### src/rtl/cordic_pkg.sv
// ---------------------------------------------------------------------------
// cordic_pkg
//   Shared definitions for the CORDIC sweep sequencer: FSM state encoding,
//   degree range constants, Q2.14 / offset-binary reference values and a
//   step clamp helper.
// ---------------------------------------------------------------------------
package cordic_pkg;

  typedef enum logic [2:0] {
    ST_FLUSH,
    ST_IDLE,
    ST_LAUNCH,
    ST_WAIT,
    ST_CAPTURE,
    ST_PACE
  } state_t;

  localparam logic [9:0]  DEG_FULL = 10'd360;
  localparam logic [8:0]  DEG_MAX  = 9'd359;

  localparam logic [15:0] Q14_ONE  = 16'h4000;
  localparam logic [7:0]  U8_MID   = 8'h80;

  function automatic logic [8:0] clamp_deg(input logic [8:0] deg);
    return (deg > DEG_MAX) ? DEG_MAX : deg;
  endfunction

endpackage

### src/rtl/q14_to_u8_sat.sv
// ---------------------------------------------------------------------------
// q14_to_u8_sat
//   Combinational converter from a signed Q2.14 value to a saturated
//   unsigned 8-bit offset-binary sample (1.0 -> 255, 0 -> 128, -1.0 -> 0).
// Ports
//   q14  in   16  signed Q2.14 input
//   u8   out  8   offset-binary output, clipped to [0,255]
// ---------------------------------------------------------------------------
module q14_to_u8_sat
  import cordic_pkg::*;
(
  input  logic [15:0] q14,
  output logic [7:0]  u8
);

  // Full scale (Q14_ONE) lands U8_MID counts above mid-scale: shift by 14-7.
  localparam int SHIFT = $clog2(Q14_ONE) - $clog2(U8_MID);

  logic signed [15:0] t;

  always_comb begin
    t = ($signed(q14) >>> SHIFT) + $signed({8'h00, U8_MID});
    if (t < 16'sd0)
      u8 = 8'h00;
    else if (t > 16'sd255)
      u8 = 8'hFF;
    else
      u8 = t[7:0];
  end

endmodule

### src/rtl/cordic_sweep_ctrl.sv
// ---------------------------------------------------------------------------
// cordic_sweep_ctrl
//   Steps a degree angle through 0..359, launches the sin/cos CORDIC core,
//   captures its result on a fresh done edge and presents both values as
//   saturated offset-binary bytes.
//   Optional build macro SWEEP_TIMEOUT_EN adds a WAIT-state watchdog that
//   sets a sticky timeout_err and retries the same angle after a flush.
// Ports
//   clk           in   1   clock
//   reset         in   1   asynchronous, active-high reset
//   enable        in   1   run the sweep (stop takes effect after the in-flight conversion)
//   step          in   9   degrees per sample, clamped to 359
//   cordic_start  out  1   one-cycle start pulse to the core
//   cordic_angle  out  16  angle to the core, degrees 0..359
//   cordic_sine   in   16  signed Q2.14 sine from the core
//   cordic_cosine in   16  signed Q2.14 cosine from the core
//   cordic_done   in   1   core done level
//   sin_u8        out  8   captured sine, offset-binary
//   cos_u8        out  8   captured cosine, offset-binary
//   sample_valid  out  1   one-cycle pulse when sin_u8/cos_u8 update
//   busy          out  1   high in every state except IDLE
//   timeout_err   out  1   sticky watchdog flag (0 without SWEEP_TIMEOUT_EN)
// ---------------------------------------------------------------------------
// state      | meaning
// FLUSH      | let the core drain after reset / timeout
// IDLE       | stopped, waiting for enable
// LAUNCH     | start pulse high for one cycle
// WAIT       | waiting for a fresh done (low seen, then high)
// CAPTURE    | outputs updated, angle advanced
// PACE       | spacing between capture and next launch
// ---------------------------------------------------------------------------
module cordic_sweep_ctrl
  import cordic_pkg::*;
#(
  parameter int PACE_DIV       = 16,
  parameter int FLUSH_CYCLES   = 40,
  parameter int TIMEOUT_CYCLES = 64
) (
  input  logic        clk,
  input  logic        reset,
  input  logic        enable,
  input  logic [8:0]  step,
  output logic        cordic_start,
  output logic [15:0] cordic_angle,
  input  logic [15:0] cordic_sine,
  input  logic [15:0] cordic_cosine,
  input  logic        cordic_done,
  output logic [7:0]  sin_u8,
  output logic [7:0]  cos_u8,
  output logic        sample_valid,
  output logic        busy,
  output logic        timeout_err
);

  state_t      state;
  logic [15:0] flush_cnt;
  logic [15:0] pace_cnt;
  logic [9:0]  angle;
  logic        seen_low;
  logic [7:0]  sin_conv;
  logic [7:0]  cos_conv;
  logic [9:0]  angle_sum;
  logic [9:0]  angle_next;

`ifdef SWEEP_TIMEOUT_EN
  logic [15:0] wd_cnt;
`endif

  q14_to_u8_sat u_sin_conv (.q14(cordic_sine),   .u8(sin_conv));
  q14_to_u8_sat u_cos_conv (.q14(cordic_cosine), .u8(cos_conv));

  // Both operands are below 360, so one conditional subtract wraps the sum.
  always_comb begin
    angle_sum  = angle + {1'b0, clamp_deg(step)};
    angle_next = (angle_sum >= DEG_FULL) ? (angle_sum - DEG_FULL) : angle_sum;
  end

  assign cordic_angle = {6'd0, angle};

  always_ff @(posedge clk or posedge reset) begin
    if (reset) begin
      state        <= ST_FLUSH;
      flush_cnt    <= 16'(FLUSH_CYCLES);
      pace_cnt     <= 16'd0;
      angle        <= 10'd0;
      seen_low     <= 1'b0;
      cordic_start <= 1'b0;
      sin_u8       <= U8_MID;
      cos_u8       <= U8_MID;
      sample_valid <= 1'b0;
      busy         <= 1'b1;
`ifdef SWEEP_TIMEOUT_EN
      wd_cnt       <= 16'd0;
      timeout_err  <= 1'b0;
`endif
    end else begin
      cordic_start <= 1'b0;
      sample_valid <= 1'b0;
      case (state)
        ST_FLUSH: begin
          if (flush_cnt == 16'd0) begin
            state <= ST_IDLE;
            busy  <= 1'b0;
          end else begin
            flush_cnt <= flush_cnt - 16'd1;
          end
        end
        ST_IDLE: begin
          if (enable) begin
            state        <= ST_LAUNCH;
            cordic_start <= 1'b1;
            busy         <= 1'b1;
          end
        end
        ST_LAUNCH: begin
          seen_low <= 1'b0;
          state    <= ST_WAIT;
`ifdef SWEEP_TIMEOUT_EN
          wd_cnt   <= 16'(TIMEOUT_CYCLES - 1);
`endif
        end
        ST_WAIT: begin
          // A done still high from the previous conversion is ignored until
          // the core has dropped it at least once.
          if (cordic_done && seen_low) begin
            sin_u8       <= sin_conv;
            cos_u8       <= cos_conv;
            sample_valid <= 1'b1;
            state        <= ST_CAPTURE;
          end
`ifdef SWEEP_TIMEOUT_EN
          else if (wd_cnt == 16'd0) begin
            timeout_err <= 1'b1;
            flush_cnt   <= 16'(FLUSH_CYCLES);
            state       <= ST_FLUSH;
          end
`endif
          else begin
            if (!cordic_done)
              seen_low <= 1'b1;
`ifdef SWEEP_TIMEOUT_EN
            wd_cnt <= wd_cnt - 16'd1;
`endif
          end
        end
        ST_CAPTURE: begin
          angle <= angle_next;
          if (PACE_DIV == 0) begin
            if (enable) begin
              state        <= ST_LAUNCH;
              cordic_start <= 1'b1;
            end else begin
              state <= ST_IDLE;
              busy  <= 1'b0;
            end
          end else begin
            pace_cnt <= 16'(PACE_DIV - 1);
            state    <= ST_PACE;
          end
        end
        ST_PACE: begin
          if (pace_cnt == 16'd0) begin
            if (enable) begin
              state        <= ST_LAUNCH;
              cordic_start <= 1'b1;
            end else begin
              state <= ST_IDLE;
              busy  <= 1'b0;
            end
          end else begin
            pace_cnt <= pace_cnt - 16'd1;
          end
        end
        default: begin
          state     <= ST_FLUSH;
          flush_cnt <= 16'(FLUSH_CYCLES);
          busy      <= 1'b1;
        end
      endcase
    end
  end

`ifndef SWEEP_TIMEOUT_EN
  assign timeout_err = 1'b0;
`endif

endmodule
### config.mk
export PLATFORM = sky130hd
export DESIGN_NAME = cordic_sweep_ctrl
export DESIGN_NICKNAME = d
export VERILOG_FILES = /design/src/rtl/cordic_pkg.sv /design/src/rtl/q14_to_u8_sat.sv /design/src/rtl/cordic_sweep_ctrl.sv
export SDC_FILE = /design/constraint.sdc
export NUM_CORES = 1
export LEC_CHECK = 0
export CAP_MARGIN = 20
export CORE_UTILIZATION = 45
export CTS_CLUSTER_SIZE = 28
export DETAILED_ROUTE_END_ITERATION = 7
export PLACE_DENSITY = 0.69
export SLEW_MARGIN = 20
export SYNTH_ARGS = -nofsm -noshare
export SYNTH_HDL_FRONTEND = slang
export SYNTH_SLANG_ARGS = --single-unit
### constraint.sdc
create_clock -name clk -period 3.6 [get_ports clk]
set_input_delay 0.54 -clock clk [delete_from_list [all_inputs] [get_ports clk]]
set_output_delay 0.54 -clock clk [all_outputs]
set_load 0.01 [all_outputs]
Word-level counts from Yosys, hierarchy flattened
Cells that the tools add are included.

Bits in registers: 65.

Multiplexer cells: 29. Bitwise gates (word level): 2. $add $sub $neg: 6. Reduce and logical (&&, ||, !) cells: 14. Order comparisons: 6. Equal/unequal tests: 14.

Operators by type and width (number): one-hot mux 16 bit (2 select lines) (2); greater-than comparator 16 x 9 -> 1 bit (second input constant) (2); logical NOT 16 bit (2); < comparator 16 x 1 -> 1 bit (second input constant) (2); 2-to-1 mux 16 bit (2); 2-to-1 mux 8 bit (4); subtractor 16 x 1 -> 16 bit (second input constant) (2); adder 9 x 9 -> 10 bit (second input constant) (2); != test 2 bit (second input constant) (9); one-hot mux 3 bit (6 select lines) (1); 2-to-1 mux 3 bit (4); adder 10 x 9 -> 10 bit (1); greater-or-equal comparator 10 x 9 -> 1 bit (second input constant) (1); 2-to-1 mux 1 bit (10); 2-to-1 mux 10 bit (1); subtractor 10 x 9 -> 10 bit (second input constant) (1); greater-than comparator 9 bit (second input constant) (1); 2-to-1 mux 9 bit (1); equality test 3 x 2 -> 1 bit (second input constant) (2); equality test 3 bit (second input constant) (2); AND reduction 2 bit (3); AND reduction 5 bit (1); OR reduction 5 bit (1); one-hot mux 1 bit (2 select lines) (2); other kinds (10) (12).

Longest topological paths before layout
Gate-level depths: netlist of run 1.

Word-level depth: 5. Gate-level depth with buffers: 15. Gate-level depth less buffers: 15.

Hierarchy
A second synthesis of run 1 with hierarchy kept.

Cell total of the unflattened synthesis: 440. Area, all modules: 4027.6 µm².

By module, submodules not included: cordic_sweep_ctrl (area each 3789.9 µm², cells each 400, times used 1); q14_to_u8_sat (area each 118.9 µm², cells each 20, times used 2).

Worst setup path before layout of run 1
No wires, ideal clock.

Path kind: in2reg. Start point: in step[3]. End point: reg angle[4]. Data required time: 3.523 ns. Buffers on the path: 0. Stages: 11. Path slack: 0.192 ns. Arrival time: 3.331 ns. Setup time: 0.077 ns. Cells stage by stage: o211a_1 o21ai_0 nand2b_1 ha_1 a211o_1 a41o_4 a221oi_4 nand4_4 o211ai_4 mux2_1 o21ai_1.

Word-level cells in the longest chain between the ends: 5. Elaborated cells on any way between the ends: 6. Those cells by class: add/sub (2); order compare (2); mux (2).

RTL lines: start, declared (line cordic_sweep_ctrl.sv:42) `input logic [8:0] step,`; greater-than comparator 9 bit (line cordic_pkg.sv:25) `return (deg > DEG_MAX) ? DEG_MAX : deg;`; 2-to-1 mux 9 bit * (line cordic_pkg.sv:25); adder 10 x 9 -> 10 bit * (line cordic_sweep_ctrl.sv:74) `angle_sum = angle + {1'b0, clamp_deg(step)};`; subtractor 10 x 9 -> 10 bit or greater-or-equal comparator 10 x 9 -> 1 bit (tied branches) (line cordic_sweep_ctrl.sv:75) `angle_next = (angle_sum >= DEG_FULL) ? (angle_sum - DEG_FULL) : angle_sum;`; 2-to-1 mux 10 bit * (line cordic_sweep_ctrl.sv:75); end signal, assigned (line cordic_sweep_ctrl.sv:147) `angle <= angle_next;`; end, declared (line cordic_sweep_ctrl.sv:58) `logic [9:0] angle;`.

Mark *: on every way between the ends. The rest lies on a longest branch, timed or not. A chain may end at the register's enable or synchronous reset.

Final worst setup path of run 1
Ends and elaborated chain as after synthesis.

==> impl_metrics.toml, run 1 <==
[run_status]
status = "complete, no violations"

[synthesis]
yosysSeqAreaShare_pct = 40.0
syn_area_sq_um = 4080
syn_avg_cell_area_sq_um = 9.17
synth_area_leaders = "dfrtp_1 (37%), nand2_1 (6.3%), nor2_1 (4.2%)"
synth_edf_count = 0
ys.flop_type = "dfrtp_1"
synth_cell_types = 74
yosysTopAreaCellShare_pct = 36.8
post-synth-top-count-cell = "nand2_1"
synthTopCellsByCount = "nand2_1 (69), dfrtp_1 (60), nor2_1 (46)"
yosysWarningCount = 0
synth_async_sr_flop_share_pct = 100
ys_ff_latch = 65
yosysTopAreaCell = "dfrtp_1"
synth_cells = 445

[routing]
wl_per_cell_um = 13.2
remaining_drc_errors = 0
viasPerCell = 5.28
antenna_left = 0
vias = 3396
firstDrtPassIters = 4
wl_um = 8500
drt_iter0_drc = 116

[floorplan]
dieArea_sq_um = 9460
die_w_um = 97.3
initial_utilization_pct = 46.6
core_sq_um = 8760
fp-row-count = 34
num_io_pins = 81
die_y_um = 97.3

[final_layout]
area_growth_pct = 26.6
nFillCells = 780
seq_area_sq_um = 1630
fin_util_pct = 59.0
drive_above_1_share_pct = 15.5
num_antenna_cells = 0
multiInputGateArea_sq_um = 2300
layout.nets = 588

[timing]
hold_viol = 0
fin_skew_ns = 0.0163
hold_slack_ns = 0.472
tightest_slew_ns = 0.895
relSlewSlack_pct = 40.2
setup_viol = 0
post-route-period-util_pct = 94.8
fin_ws_ns = 0.186
fmax_mhz = 293
slew_violations = 0
min_period_ns = 3.41

[power]
p_leak_nw = 2.26
p_per_area_nw_per_um2 = 937
ir_worst_vdd_v = 0.000429
power_mw = 4.85

[global_routing]
grt_max_degree = 45
grt_pass1_vias = 3407
gr-total-overflow = 0
grt_pass1_wl_um = 15100
antenna_found_initial = 0
grtUsageTotal_pct = 19.5

[clocking]
holdBufCountCts = 0
cts_buffers = 9
cts-htree-levels = 3
cts.sink_count = 65
worstSkewPairLatency_ns = 0.36
clockBufferDepth = 2
cts_root_buf = "clkbuf_8"
cts_tree = "done"
cts.clk_slew.worst_paths_ns = 0.08

[worst_setup_path]
start_kind = "input port"
worst_setup_path_end_kind = "flop"
critPathRequiredTime_ns = 3.88
crit_fanout = 7
crit_arrival_ns = 3.69
path_class = "in2reg"

[flow_run]
maxCapViolCount = 0

[place]
hpwl_um = 6310
io_buffer_count = 59
dp_slack_ns = -0.235
gp_congestion = 0.793

[hold_path]
hold_class = "reg2reg"
-- state kept, by name (all words and copies together), names as in the netlist, 3 cells and up --
| register | flops |
|---|---|
| state | 3 |
| pace_cnt | 16 |
| flush_cnt | 16 |
| angle | 10 |
| cos_u8 | 8 |
| sin_u8 | 8 |
-- logic make-up after synthesis --
| family | share of synthesized area (%) |
|---|---|
| mux | 0.766 |
| fa+ha+maj | 6.86 |
| simple gates | 24.1 |
| xor+xnor | 6.62 |
| buf+inv | 4.75 |
| flops | 40.0 |
| other cells | 0.0919 |
| compound gates | 16.8 |
-- cell usage in the layout, fill, tap and decap left out, types with 4 or more instances in the layout --
cell type,Yosys,routed
a21oi_1,12,12
nand2b_1,9,8
maj3_1,11,11
xor2_1,10,10
nor2_1,46,46
o21ai_0,17,17
o31ai_1,5,5
dfstp_2,5,5
inv_6,0,5
buf_4,8,35
nand3_1,11,11
nor4_1,5,5
clkbuf_8,0,9
o211ai_1,4,4
clkdlybuf4s50_1,0,59
xnor2_1,19,19
conb_1,1,7
inv_1,15,14
nand2_1,69,69
dfrtp_1,60,60
o21ai_1,9,9
or3_1,4,4
ha_1,12,11
nor2b_1,9,9
nor3_1,14,14
-- per-stage QoR --
stage / TNS [ns] / std cells / area, sq um
4_1_cts: 0 / 641 / 5130
3_5_place_dp: -1.23 / 625 / 4940
3_3_place_gp: -0.970 / 625 / 4940
5_1_grt: -0.0222 / 643 / 5170
2_1_floorplan: 0 / 451 / 4110
6_report: 0 / 643 / 5170
-- path summary, 6_finish.rpt --
| check | cells after the start | slack, ns | from | end |
|---|---|---|---|---|
| worst max register to register | 12 | 0.92 | angle[0] | angle[9] |
| max in group asynchronous | 3 | 2.17 | reset | pace_cnt[14] |
| min in group asynchronous | 2 | 0.68 | reset | flush_cnt[13] |
| worst min register to register | 2 | 0.47 | cos_u8[5] | cos_u8[5] |
| worst max-delay path | 14 | 0.19 | step[3] | angle[4] |
| worst min-delay path | 2 | 0.47 | cos_u8[5] | cos_u8[5] |
-- worst max-delay path: stages --
cell             delay [ns]
clkdlybuf4s50_1        0.43
o211a_1                0.23
o21ai_0                0.13
buf_4                  0.16
nand2b_1               0.07
ha_2                   0.18
buf_4                  0.13
a211o_1                0.34
a41o_4                 0.30
a221oi_4               0.33
nand4_4                0.15
o211ai_4               0.23
mux2_1                 0.35
o21ai_1                0.11
-- area by class of cell --
class,instances,share of cell area [%]
clock buffers,9,2.40
clock inverters,7,1.14
inverters,16,1.16
multi-input cells,344,44.6
flip-flops and latches,65,31.6
well taps,108,2.61
repair buffers,94,16.5
-- per-layer routing --
layer | share of wire (%) | track usage, % | vias to the layer above
met4 | 1.7 | 6.90 | 0
met3 | 5.4 | 5.76 | 11
li1 | - | - | 1716
met2 | 46 | 32.4 | 74
met1 | 47 | 24.0 | 1595
met5 | 0 | 0 | -
-- timing repair --
action	in CTS	in global routing
endpoints found under the setup margin	0	5
resized for setup	0	5
buffers inserted	0	2
-- report_power, final --
group	leakage, nW	switching (mW)	internal (mW)
Clock	0.0877	0.319	0.261
Sequential	0.820	0.347	1.06
Combinational	1.36	1.41	1.45
(Power assumes the default switching activity.)
==> run 2: changes to the inputs <==
--- a/config.mk
+++ b/config.mk
@@ -11,3 +11,4 @@
 export DETAILED_ROUTE_END_ITERATION = 7
-export PLACE_DENSITY = 0.69
+export HOLD_SLACK_MARGIN = 0.12
+export PLACE_DENSITY = 0.72
 export SLEW_MARGIN = 20
==> constraint.sdc (replaced) <==
create_clock -name clk -period 3 [get_ports clk]
set_input_delay 0.45 -clock clk [delete_from_list [all_inputs] [get_ports clk]]
set_output_delay 0.45 -clock clk [all_outputs]
set_load 0.05 [all_outputs]
==> run 2 against run 1 <==
- clock-buffer cell count increased by 1
- largest power group unchanged
- critical path depth did not move
- utilization is 3.4 points higher
- flip-flop and latch count unchanged
- via count rose by 2.6%
- combinational power increased by 58%
- clock power up 46%
- clock skew is 0.0063 ns lower
- wire length is 12% higher
- sequential power is 21% higher
- register-to-register slack worse by 0.62 ns
- cell count is 0.78% higher
==> impl_metrics.toml, run 2 (synthesis results as in run 1) <==
[timing]
post-route-period-util_pct = 97.9
hold_viol = 0
fin_ws_ns = 0.0642
relSlewSlack_pct = 45.7
rsz0062_at_grt = "yes"
min_period_ns = 2.94
slew_violations = 0
hold_slack_ns = 0.468
fin_skew_ns = 0.00999
tightest_slew_ns = 0.814
fmax_mhz = 341
setup_viol = 0

[power]
p_seq_share_pct = 24.1
p_per_area_nw_per_um2 = 1290
clock_power_share_pct = 12.1
p_leak_nw = 2.37
ir_worst_vdd_v = 0.000525
p_int_mw = 3.78
power_switching_mw = 3.26
swShare_pct = 46.3
pwr-share-comb_pct = 63.8

[floorplan]
initial_utilization_pct = 46.6
die_w_um = 97.3
num_io_pins = 81
core_sq_um = 8760
die_y_um = 97.3
dieArea_sq_um = 9460
fp-row-count = 34

[routing]
wl_um = 9480
remaining_drc_errors = 0
wl_per_cell_um = 14.6
vias = 3485
viasPerCell = 5.38
antenna_left = 0
drt_iter0_drc = 114
firstDrtPassIters = 4

[clocking]
worstSkewPairLatency_ns = 0.34
cts_buffers = 9
cts_tree = "done"
cts_root_buf = "clkbuf_8"
cts.clk_slew.worst_paths_ns = 0.08
cts-htree-levels = 3
cts.sink_count = 65
clockBufferDepth = 2

[worst_setup_path]
crit_slowest_cell = "a211o_4"
crit_arrival_ns = 3.20
path_class = "in2reg"
critPathRequiredTime_ns = 3.27
crit_path_frequent_cell = "buf_6"
start_kind = "input port"
worst_setup_path_end_kind = "flop"
slowest_delay_ns = 0.35
cp_cell_sequence = "buf_6 > o211a_1 > o21ai_4 > nand2b_4 > ha_4 > buf_6 > a211o_4 > a41o_4 > buf_6 > xnor2_4 > a311o_2 > or3b_1 > and3b_1 > o22ai_1"
crit_fanout = 5

[final_layout]
num_antenna_cells = 0
layout_common_cells = "nand2_1 (68), dfrtp_1 (60), clkdlybuf4s50_1 (53)"
area_growth_pct = 33.9
top_regs = "flush_cnt (16), pace_cnt (16), angle (10)"
layout.nets = 593
final_common_cell = "nand2_1"
drive_above_1_share_pct = 21.7

[place]
dp_slack_ns = -0.668
gp_congestion = 0.835
io_buffer_count = 59
hpwl_um = 6530

[global_routing]
gr-total-overflow = 0
grt_pass1_wl_um = 16200
antenna_found_initial = 0
grtUsageTotal_pct = 20.8
grt_max_degree = 66
grt_pass1_vias = 3505

[run_status]
status = "complete, no violations"

[hold_path]
hold_class = "reg2reg"

[flow_run]
maxCapViolCount = 0
==> run 2: cell type report <==
class	count	area, sq um
timing repair buffer	99	896
clock inverter	6	90.1
clock buffer	10	138
tap	108	135
multi-input combinational	344	2510
sequential	65	1630
fill	723	3300
inverter	16	60.1
==> run 2: repair_timing <==
action | 4_1_cts | 5_1_grt
cloned | 0 | 0
setup buffers | 6 | 1
endpoints found under the setup margin | 7 | 6
gates resized for setup | 30 | 26
hold buffers | 0 | 0
pin swaps | 14 | 18
==> run 2: worst paths after layout <==
check                           from           to  slack [ns]  depth (start not counted)
setup reg to reg            angle[0]     angle[9]        0.30                         12
min in group asynchronous      reset    sin_u8[6]        0.68                          3
hold reg to reg            cos_u8[1]    cos_u8[1]        0.47                          2
hold / removal             cos_u8[1]    cos_u8[1]        0.47                          2
setup / recovery             step[3]     angle[9]        0.06                         14
max in group asynchronous      reset  pace_cnt[4]        1.78                          3
==> run 2: metrics by stage <==
step	util (%)	total power [mW]	cell area, sq um	std cells	setup TNS (ns)
final	62.4	7.04	5470	648	0
after global routing	62.4	7.53	5470	648	-0.0609
after CTS	60.7	6.75	5320	647	0
after detailed placement	56.7	5.67	4970	625	-4.04
after global placement	56.7	5.56	4970	625	-3.56
after floorplan	-	4.46	4130	451	-0.0207
==> run 2: critical path, delay by kind of cell <==
family / cells / cell delay (ns)
AO/OA/AOI/OAI: 6 / 1.48
XOR/XNOR: 1 / 0.16
adder cells (fa/ha/maj): 1 / 0.17
buffers and inverters: 3 / 0.33
AND/OR/NAND/NOR: 3 / 0.60
==> run 2: power groups by stage <==
stage                     clock [mW]  sequential (mW)  combinational, mW
after global placement             0             1.67               3.89
final                          0.849             1.70               4.49
after global routing           0.918             1.76               4.85
after detailed placement           0             1.69               3.99
after floorplan                    0             2.18               2.28
after CTS                      0.872             1.68               4.19
==> run 2: metal layers <==
| layer | wire, um | vias up | track usage (%) |
|---|---|---|---|
| met5 | 0 | - | 0 |
| met4 | 181 | 0 | 8.48 |
| met3 | 445 | 17 | 4.89 |
| met2 | 4800 | 72 | 34.8 |
| met1 | 4050 | 1675 | 26.0 |
| li1 | - | 1721 | - |
